===== config.mk =====
export PLATFORM = sky130hd
export DESIGN_NAME = capture_sequencer
export DESIGN_NICKNAME = d
export VERILOG_FILES = /design/src/rtl/capture_sequencer.sv
export SDC_FILE = /design/constraint.sdc
export NUM_CORES = 1
export LEC_CHECK = 0
export CAP_MARGIN = 5
export CORE_MARGIN = 2
export CORE_UTILIZATION = 30
export CTS_CLUSTER_DIAMETER = 50
export DETAILED_ROUTE_END_ITERATION = 8
export PLACE_DENSITY = 0.61
export SLEW_MARGIN = 20
export SYNTH_ARGS = -nofsm -noshare
export SYNTH_HDL_FRONTEND = slang
export SYNTH_SLANG_ARGS = --single-unit

===== constraint.sdc =====
create_clock -name clock -period 2.1 [get_ports clock]
set_clock_uncertainty 0.05 [all_clocks]
set_input_delay 0.525 -clock clock [delete_from_list [all_inputs] [get_ports clock]]
set_output_delay 0.525 -clock clock [all_outputs]
set_load 0.02 [all_outputs]

===== src/rtl/capture_sequencer.sv =====
// Per-channel capture sequencer: pre-trigger fill, armed wait, rising-edge trigger, post capture, frozen display.
// Optional AUTO_TRIGGER_EN adds a timeout that forces a trigger after AUTO_TO armed sample ticks.
`timescale 1ns/1ps
module capture_sequencer #(
    parameter int unsigned DATA_W  = 12,
    parameter int unsigned ADDR_W  = 10,
    parameter int unsigned DEPTH   = 640,
    parameter int unsigned PRETRIG = 64,
    parameter int unsigned HYST    = 8,
    parameter int unsigned AUTO_TO = 4096
) (
    input  logic              clock,
    input  logic              reset_n,
    input  logic              sample_tick,
    input  logic [DATA_W-1:0] sample_in,
    input  logic [DATA_W-1:0] threshold,
    input  logic              hold,
    input  logic              frame_end,
    output logic              wr_en,
    output logic [ADDR_W-1:0] wr_addr,
    output logic [DATA_W-1:0] wr_data,
    output logic [ADDR_W-1:0] start_addr,
    output logic              capture_done,
    output logic              resample,
    output logic [2:0]        state_o
);

    typedef enum logic [2:0] {
        IDLE    = 3'd0,
        PREFILL = 3'd1,
        ARMED   = 3'd2,
        POST    = 3'd3,
        DONE    = 3'd4
    } state_e;

    localparam logic [ADDR_W-1:0] PRE_LAST  = ADDR_W'(PRETRIG - 1);
    localparam logic [ADDR_W-1:0] POST_LAST = ADDR_W'(DEPTH - PRETRIG - 2);
    localparam logic [ADDR_W-1:0] PTR_LAST  = ADDR_W'(DEPTH - 1);

    state_e              state_q, state_d;
    logic [ADDR_W-1:0]   ptr_q, ptr_d;
    logic [ADDR_W-1:0]   cnt_q, cnt_d;
    logic                arm_q, arm_d;
    logic                wr_en_q, wr_en_d;
    logic [ADDR_W-1:0]   wr_addr_q, wr_addr_d;
    logic [DATA_W-1:0]   wr_data_q, wr_data_d;
    logic [ADDR_W-1:0]   start_addr_q, start_addr_d;
    logic                capture_done_q, capture_done_d;
    logic                resample_q, resample_d;

    logic                do_write;
    logic                level_ge;
    logic                below_band;
    logic                fire;
    logic [ADDR_W-1:0]   ptr_inc;
    logic [ADDR_W-1:0]   start_calc;

    // Re-arm only once the signal has dropped a full hysteresis band below the level.
    assign level_ge   = (sample_in >= threshold);
    assign below_band = (({1'b0, sample_in} + (DATA_W+1)'(HYST)) < {1'b0, threshold});
    assign ptr_inc    = (ptr_q == PTR_LAST) ? '0 : ptr_q + ADDR_W'(1);
    assign start_calc = (ptr_q >= ADDR_W'(PRETRIG)) ? ptr_q - ADDR_W'(PRETRIG)
                                                    : ptr_q + ADDR_W'(DEPTH - PRETRIG);

`ifdef AUTO_TRIGGER_EN
    localparam int unsigned AUTO_W = $clog2(AUTO_TO + 1);

    logic [AUTO_W-1:0] auto_cnt_q, auto_cnt_d;
    logic              auto_hit;

    assign auto_hit = (auto_cnt_q == AUTO_W'(AUTO_TO));
    assign fire     = sample_tick & ((arm_q & level_ge) | auto_hit);

    // Timeout counter runs only while armed, so it restarts on every ARMED entry.
    always_comb begin
        auto_cnt_d = auto_cnt_q;
        if (state_q != ARMED) begin
            auto_cnt_d = '0;
        end else if (sample_tick && !fire) begin
            auto_cnt_d = auto_cnt_q + AUTO_W'(1);
        end
    end

    always_ff @(posedge clock) begin
        if (!reset_n) begin
            auto_cnt_q <= '0;
        end else begin
            auto_cnt_q <= auto_cnt_d;
        end
    end
`else
    logic unused_auto_to;

    assign unused_auto_to = (AUTO_TO == 0);
    assign fire           = sample_tick & arm_q & level_ge;
`endif

    // Next-state, write path and output decode.
    always_comb begin
        state_d        = state_q;
        ptr_d          = ptr_q;
        cnt_d          = cnt_q;
        arm_d          = 1'b0;
        wr_en_d        = 1'b0;
        wr_addr_d      = wr_addr_q;
        wr_data_d      = wr_data_q;
        start_addr_d   = start_addr_q;
        resample_d     = 1'b0;
        do_write       = 1'b0;

        case (state_q)
            IDLE: begin
                state_d    = PREFILL;
                resample_d = 1'b1;
                cnt_d      = '0;
            end
            PREFILL: begin
                if (sample_tick) begin
                    do_write = 1'b1;
                    if (cnt_q == PRE_LAST) begin
                        state_d = ARMED;
                        cnt_d   = '0;
                    end else begin
                        cnt_d = cnt_q + ADDR_W'(1);
                    end
                end
            end
            ARMED: begin
                arm_d = arm_q;
                if (sample_tick) begin
                    do_write = 1'b1;
                    if (fire) begin
                        state_d      = POST;
                        cnt_d        = '0;
                        arm_d        = 1'b0;
                        start_addr_d = start_calc;
                    end else if (below_band) begin
                        arm_d = 1'b1;
                    end
                end
            end
            POST: begin
                if (sample_tick) begin
                    do_write = 1'b1;
                    if (cnt_q == POST_LAST) begin
                        state_d = DONE;
                        cnt_d   = '0;
                    end else begin
                        cnt_d = cnt_q + ADDR_W'(1);
                    end
                end
            end
            DONE: begin
                if (frame_end && !hold) begin
                    state_d    = PREFILL;
                    resample_d = 1'b1;
                    cnt_d      = '0;
                end
            end
            default: begin
                state_d = IDLE;
            end
        endcase

        if (do_write) begin
            wr_en_d   = 1'b1;
            wr_addr_d = ptr_q;
            wr_data_d = sample_in;
            ptr_d     = ptr_inc;
        end

        capture_done_d = (state_d == DONE);
    end

    always_ff @(posedge clock) begin
        if (!reset_n) begin
            state_q        <= IDLE;
            ptr_q          <= '0;
            cnt_q          <= '0;
            arm_q          <= 1'b0;
            wr_en_q        <= 1'b0;
            wr_addr_q      <= '0;
            wr_data_q      <= '0;
            start_addr_q   <= '0;
            capture_done_q <= 1'b0;
            resample_q     <= 1'b0;
        end else begin
            state_q        <= state_d;
            ptr_q          <= ptr_d;
            cnt_q          <= cnt_d;
            arm_q          <= arm_d;
            wr_en_q        <= wr_en_d;
            wr_addr_q      <= wr_addr_d;
            wr_data_q      <= wr_data_d;
            start_addr_q   <= start_addr_d;
            capture_done_q <= capture_done_d;
            resample_q     <= resample_d;
        end
    end

    assign wr_en        = wr_en_q;
    assign wr_addr      = wr_addr_q;
    assign wr_data      = wr_data_q;
    assign start_addr   = start_addr_q;
    assign capture_done = capture_done_q;
    assign resample     = resample_q;
    assign state_o      = state_q;

endmodule

**Yosys cells after proc, flatten, opt, wreduce, memory -nomap -nowiden**

Index checks and enable logic that the tools add are counted.

- Bits in registers: 59
- Input bits: 29
- Output and inout port bits: 38

- $add $sub $neg: 5
- Order comparisons: 3
- Eq/ne operators: 13
- Multiplexer cells: 25
- Bitwise operators: 2
- Reductions and logical operators: 10

Operator list:

| kind | number |
|---|---|
| $mux 10 | 9 |
| $pmux 10 s5 | 1 |
| $mux 3 | 7 |
| $add 10x1->10 const B | 2 |
| $eq 10x10->1 const B | 2 |
| $pmux 3 s5 | 1 |
| $add 12x4->13 const B | 1 |
| $lt 13x12->1 | 1 |
| $ge 12x12->1 | 1 |
| $add 10x10->10 const B | 1 |
| $eq 10x6->1 const B | 1 |
| $ge 10x7->1 const B | 1 |
| $ne 2x2->1 const B | 5 |
| $sub 10x7->10 const B | 1 |
| $eq 3x2->1 const B | 2 |
| $eq 3x3->1 const B | 2 |
| $mux 1 | 6 |
| $reduce_and 6->1 | 1 |
| $reduce_bool 5->1 | 1 |
| $reduce_and 2->1 | 2 |
| $eq 3x1->1 const B | 1 |
| $logic_not 3->1 | 1 |
| $reduce_and 3->1 | 1 |
| $reduce_or 3->1 | 1 |
| other kinds (5) | 6 |

**Longest topological paths before layout**

Gate-level depths: netlist of the first run.

- Depth after elaboration: 6
- Depth in mapped cells: 9
- Gate-level depth less buffers: 9

**Least setup slack after synthesis of the first run**

OpenSTA, ideal clock, no wires.

- Path type: input to register
- From: input threshold[2]
- To: register state_q[0], in the netlist state_o[0]
- Arrival: 2.059 ns
- Setup slack: -0.128 ns
- Cell stages on the path: 7
- Path buffers: 0
- Cells stage by stage: inv_1 ha_1 and3_1 o311ai_0 a31o_2 nor2_4 o31a_1

- Cells in the longest elaborated chain, start to end: 5

RTL lines:

| what | line | source |
|---|---|---|
| start: declaration | 16 | `input logic [DATA_W-1:0] threshold,` |
| $ge 12x12->1 | 59 | `assign level_ge = (sample_in >= threshold);` |
| $and 1x1->1 | 95 | `assign fire = sample_tick & arm_q & level_ge;` |
| $mux 3 | 132 | `if (fire) begin` |
| $mux 3 | 130 | `if (sample_tick) begin` |
| $pmux 3 s5 | 111 | `case (state_q)` |
| end signal: assignment | 188 | `state_q <= state_d;` |
| end: declaration | 40 | `state_e state_q, state_d;` |

Every way passes these cells.
A chain may end at the register's enable or synchronous reset.

**Final worst setup path of the first run**

- From: register state_q[1], in the netlist state_o[1]
- To: output state_o[1]

RTL lines:

| what | line | source |
|---|---|---|
| end: declaration | 25 | `output logic [2:0] state_o` |

No word-level cell between the ends.

==> flow_metrics.env, run 1 <==
export IMPL_io_pins=67
export IMPL_cpPeakStageDelay_ps=650
export IMPL_drt_initial_drc_count=121
export IMPL_via_per_inst=4.82
export IMPL_relSlewSlack=0.752
export IMPL_vias=3238
export IMPL_tightest_slew_ps=370
export IMPL_crit_start="state_o[1]"
export IMPL_async_flop_share=0
export IMPL_p_leak_uw=0.00202
export IMPL_p_sw_uw=711
export IMPL_h_tree_depth=3
export IMPL_hold_ws_ps=407
export IMPL_grt_pass1_vias=3323
export IMPL_cts_tree="done"
export IMPL_syn_to_final_growth_pct=51.1
export IMPL_layout_drive_gt1_share=0.256
export IMPL_drt_pass1_iterations=4
export IMPL_grt_usage=0.166
export IMPL_period_needed_ps=2030
export IMPL_post_dp_hpwl_um=6550
export IMPL_grt_pass1_wl_um=15600
export IMPL_drc=0
export IMPL_swShare=0.252
export IMPL_comb_power_share=0.167
export IMPL_crit_chain="clkdlybuf4s50_1"
export IMPL_reg2reg_to="cnt_q[4]"
export IMPL_postRouteWirelength_um=9350
export IMPL_path_class="reg2out"
export IMPL_outcome="complete, no violations"
export IMPL_gp_congestion=0.877
export IMPL_rr_worst_depth=6
export IMPL_drtAntennaViolNets=0
export IMPL_rsz0062_at_grt="false"
export IMPL_hold_class="reg2reg"
export IMPL_rr_startpoint="cnt_q[4]"
export IMPL_worstPathMaxFanout=10
export IMPL_yosysWarnings=0
export IMPL_num_rows=38
export IMPL_crit_end="state_o[1]"
export IMPL_synth_seq_cells=59
export IMPL_die_x_um=110
export IMPL_die_h_um=110
export IMPL_coreArea_um2=10800
export IMPL_internal_power_uw=2110
export IMPL_crit_required_ps=1520
export IMPL_p_seq_frac=0.410
export IMPL_period_share=0.968
export IMPL_mostFrequentLayoutCells="86 x nand2_1, 57 x dfxtp_1, 51 x buf_4"
export IMPL_cts_root_buf="clkbuf_8"
export IMPL_clkPwrFrac=0.423
export IMPL_synthCells=411
export IMPL_setup_viol=0
export IMPL_synthFlopType="dfxtp_1"
export IMPL_max_freq_mhz=492
export IMPL_cp_end_kind="output port"
export IMPL_syn_area_um2=3340
export IMPL_overflow=0
export IMPL_wl_per_cell_um=13.9
export IMPL_grt_max_degree=29
export IMPL_ir_drop_v=0.000335
export IMPL_final_common_cell="nand2_1"
export IMPL_synth_nets=469
export IMPL_finalHoldViolCount=0
export IMPL_critPathTopFamily="buffers and inverters"
export IMPL_setup_worst_path_start_class="flop"
export IMPL_layout_nets=585
export IMPL_setup_tns_ps=0
export IMPL_numCtsBuffers=9
export IMPL_synth_cell_type_count=50
export IMPL_r2r_slack_ps=170
export IMPL_avgSynthCellArea_um2=8.13
export IMPL_n_antenna_cell=0
export IMPL_n_fill_cell=1060
export IMPL_max_cap_violations=0
export IMPL_clock_path_buffers=2
export IMPL_antenna_found_initial=0
export IMPL_critPathBufInv=1
export IMPL_port_buffers=66
export IMPL_critPathArrivalTime_ps=1460
export IMPL_finalMaxSlewViolations=0
export IMPL_cp_slowest_cell="clkdlybuf4s50_1"
export IMPL_power_density_nw_per_um2=558
export IMPL_die_area_um2=12000
export IMPL_start_util=0.308
export IMPL_ys_seq_area_frac=0.354
export IMPL_clock_sinks=59
export IMPL_clkSlewWorstSetupHoldPaths_ps=70
export IMPL_insertion_delay_ps=340
export IMPL_power_total_uw=2820
export IMPL_critical_path_depth=1
export IMPL_synth_enable_flop_cells=0
-- final cells by class --
class | instances | area (um^2) | area share
multi-input combinational | 318 | 2330 | 0.461
sequential | 59 | 1180 | 0.235
timing repair buffer | 120 | 1060 | 0.211
tap | 140 | 175 | 0.0347
clock buffer | 12 | 155 | 0.0307
clock inverter | 4 | 72.6 | 0.0144
inverter | 19 | 71.3 | 0.0141
-- through the flow --
stage,worst slack [ps],cell area [um^2],utilization,cells
finish,68.2,5050,0.466,672
global route,0.412,5050,0.466,672
CTS,-10.4,5000,0.461,672
detailed placement,-776,4490,0.415,648
global placement,-657,4490,0.415,648
floorplan,-16.7,3340,-,411
-- logic make-up (layout without fill, tap and decap cells) --
family	count (synthesis)	count (layout)	share of synthesized area
xor+xnor	15	15	0.0393
buf+inv	34	155	0.0393
compound gates	78	78	0.160
fa+ha+maj	29	29	0.109
flops	59	59	0.354
simple gates	187	187	0.272
mux	9	9	0.0270
-- cells in the mapped netlist (2+ instances only) --
library cell / count / area share
mux2i_1: 9 / 0.027
xor2_1: 8 / 0.021
clkbuf_1: 12 / 0.013
a21boi_0: 25 / 0.056
ha_1: 29 / 0.11
o221ai_1: 3 / 0.0079
nor3_1: 6 / 0.0090
a21oi_1: 15 / 0.022
nand2_1: 92 / 0.10
a31oi_1: 5 / 0.0094
nand4_1: 5 / 0.0094
inv_1: 18 / 0.020
buf_2: 3 / 0.0045
nand2b_1: 5 / 0.0094
dfxtp_1: 59 / 0.35
and3_1: 14 / 0.026
nor2b_1: 5 / 0.0094
nor2_1: 20 / 0.022
or4_1: 2 / 0.0045
xnor2_1: 7 / 0.018
nor3b_1: 4 / 0.0090
o21ai_0: 10 / 0.015
nand3b_1: 4 / 0.0090
a21o_1: 2 / 0.0045
nand3_1: 17 / 0.025
and2_1: 4 / 0.0075
o21ai_1: 3 / 0.0045
a31o_2: 2 / 0.0052
o31a_1: 2 / 0.0052
-- worst min-delay path by stage --
| stage | startpoint | end | slack [ps] | cells after the start |
|---|---|---|---|---|
| after detailed placement | start_addr[3] | start_addr[3] | 400 | 2 |
| after global routing | start_addr[2] | start_addr[2] | 420 | 2 |
| after CTS | start_addr[1] | start_addr[1] | 410 | 2 |
| after floorplan | cnt_q[5] | cnt_q[5] | 390 | 1 |
| after global placement | start_addr[2] | start_addr[2] | 400 | 2 |
| final | start_addr[2] | start_addr[2] | 410 | 2 |
-- power by group through the flow --
stage / Sequential [uW] / Combinational (uW) / Clock (uW)
floorplan: 1190 / 168 / 0
global placement: 1180 / 387 / 0
detailed placement: 1180 / 393 / 0
CTS: 1150 / 458 / 1230
global route: 1160 / 514 / 1270
finish: 1150 / 470 / 1190
-- state kept, by name (all words and copies together), names as in the netlist --
register	cells
arm_q	1
capture_done	1
cnt_q	10
ptr_q	10
resample	1
start_addr	10
state_o	3
wr_addr	10
wr_data	12
wr_en	1
-- metal layers --
metal  vias to the layer above  track usage  part of all wire
met4                         0       0.0452            0.0079
met1                      1512        0.201              0.46
met5                         -            0                 0
li1                       1659            -                 -
met3                         6       0.0575             0.054
met2                        61        0.278              0.48
-- what timing repair did --
action | in CTS | in global routing
setup endpoints to repair | 26 | 33
setup buffers | 8 | 0
hold buffers | 0 | 0
pin swaps | 21 | 12
gates resized for setup | 71 | 26
Power figures use the tool's default switching activity.
==> run 2, diff against run 1 <==
Settings changed: CAP_MARGIN 5 to 20, CORE_ASPECT_RATIO set to 1.4.
==> flow_metrics.env, run 2 (synthesis results as in run 1) <==
export IMPL_outcome="complete, no violations"
export IMPL_max_cap_violations=0
export IMPL_grt_max_degree=41
export IMPL_rr_worst_depth=6
export IMPL_grt_pass1_vias=3406
export IMPL_cts_tree="done"
export IMPL_grt_usage=0.162
export IMPL_die_h_um=129
export IMPL_cts_root_buf="clkbuf_16"
export IMPL_vias=3307
export IMPL_num_rows=45
export IMPL_rr_startpoint="cnt_q[5]"
export IMPL_min_to="start_addr[4]"
export IMPL_ir_drop_v=0.000363
export IMPL_numCtsBuffers=9
export IMPL_die_x_um=93.2
export IMPL_mostFrequentLayoutCells="87 x nand2_1, 58 x dfxtp_1, 50 x buf_4"
export IMPL_coreArea_um2=10900
export IMPL_final_common_cell="nand2_1"
export IMPL_cp_slowest_cell="clkdlybuf4s50_1"
export IMPL_port_buffers=66
export IMPL_layout_nets=587
export IMPL_path_class="reg2out"
export IMPL_clock_sinks=59
export IMPL_period_needed_ps=2050
export IMPL_instances_no_fill=675
export IMPL_tightest_slew_ps=316
export IMPL_h_tree_depth=3
export IMPL_setup_viol=0
export IMPL_critPathBufInv=1
export IMPL_clock_path_buffers=2
export IMPL_syn_to_final_growth_pct=54.3
export IMPL_max_freq_mhz=489
export IMPL_gp_congestion=0.878
export IMPL_layout_drive_gt1_share=0.249
export IMPL_dp_cells=653
export IMPL_cp_end_kind="output port"
export IMPL_min_delay_start="start_addr[4]"
export IMPL_worstPathMaxFanout=8
export IMPL_reg2reg_to="cnt_q[5]"
export IMPL_finalMaxSlewViolations=0
export IMPL_crit_required_ps=1520
export IMPL_crit_chain="clkdlybuf4s50_1"
export IMPL_drc=0
export IMPL_clkSlewWorstSetupHoldPaths_ps=50
export IMPL_cts_hold_buf=0
export IMPL_p_leak_uw=0.00203
export IMPL_io_pins=67
export IMPL_critPathArrivalTime_ps=1470
export IMPL_drtAntennaViolNets=0
export IMPL_critPathTopFamily="buffers and inverters"
export IMPL_period_share=0.974
export IMPL_post_dp_hpwl_um=6720
export IMPL_setup_worst_path_start_class="flop"
export IMPL_drt_pass1_iterations=4
export IMPL_drt_initial_drc_count=167
export IMPL_wl_per_cell_um=13.8
export IMPL_hold_class="reg2reg"
export IMPL_cpPeakStageDelay_ps=660
export IMPL_antenna_found_initial=0
export IMPL_via_per_inst=4.90
export IMPL_hold_depth=2
export IMPL_finalHoldViolCount=0
export IMPL_insertion_delay_ps=330
export IMPL_die_area_um2=12000
export IMPL_start_util=0.307
export IMPL_fin_util=0.474
export IMPL_postRouteWirelength_um=9290
export IMPL_largest_reg_flops=12
export IMPL_n_antenna_cell=0
export IMPL_overflow=0
export IMPL_grt_pass1_wl_um=15500
export IMPL_r2r_slack_ps=140
export IMPL_power_density_nw_per_um2=611
export IMPL_relSlewSlack=0.789
## run 2: worst max-delay path by stage
| stage | startpoint | end | slack [ps] | depth (start not counted) |
|---|---|---|---|---|
| 2_1_floorplan | threshold[2] | state_o[0] | -20 | 7 |
| 3_3_place_gp | threshold[2] | start_addr[8] | -660 | 10 |
| 3_5_place_dp | sample_in[3] | start_addr[7] | -680 | 10 |
| 4_1_cts | sample_in[6] | start_addr[7] | 3 | 9 |
| 5_1_grt | threshold[11] | start_addr[2] | -10 | 10 |
| 6_report | state_o[0] | state_o[0] | 50 | 1 |
## run 2: worst register-to-register path: stages (launching register included)
cell and delay, ps:
dfxtp_1 370, nand2_1 110, or4_1 450, o31a_2 460, and3_1 200, o21ai_0 150, a31oi_1 50
## run 2: routing by layer
metal,global-route usage,wire (um),vias to the layer above
li1,-,-,1662
met1,0.177,3800,1539
met2,0.292,4810,82
met3,0.0304,393,24
met4,0.0934,283,0
met5,0,0,-
## run 2: cell type report
type                       instances  area [um^2]
sequential                        59         1180
clock inverter                     3         45.0
fill                            1038         5710
inverter                          19         71.3
multi-input combinational        318         2300
clock buffer                      13          270
tap                              141          176
timing repair buffer             122         1100
## run 2: metrics by stage
step / total power (uW) / cell area, um^2 / setup TNS (ps) / setup WS [ps] / hold WS [ps]
CTS: 3160 / 5110 / 0 / 2.77 / 415
detailed placement: 1580 / 4540 / -19420 / -684 / 406
global placement: 1570 / 4540 / -19080 / -664 / 396
finish: 3150 / 5150 / 0 / 54.2 / 409
global route: 3270 / 5150 / -13.2 / -13.2 / 432
floorplan: 1360 / 3340 / -16.7 / -16.7 / 395
## run 2: repair_timing
| action | CTS | global route |
|---|---|---|
| endpoints found under the setup margin | 31 | 12 |
| gates resized for setup | 78 | 22 |
| pin swaps | 22 | 12 |
| endpoints found under the hold margin | 0 | 0 |
| buffers inserted | 2 | 3 |
| cloned | 1 | 0 |
## run 2: report_power, final
part | internal (uW) | total (uW) | switching [uW]
Combinational | 238 | 470 | 232
Clock | 1010 | 1520 | 507
Sequential | 1140 | 1160 | 16.2
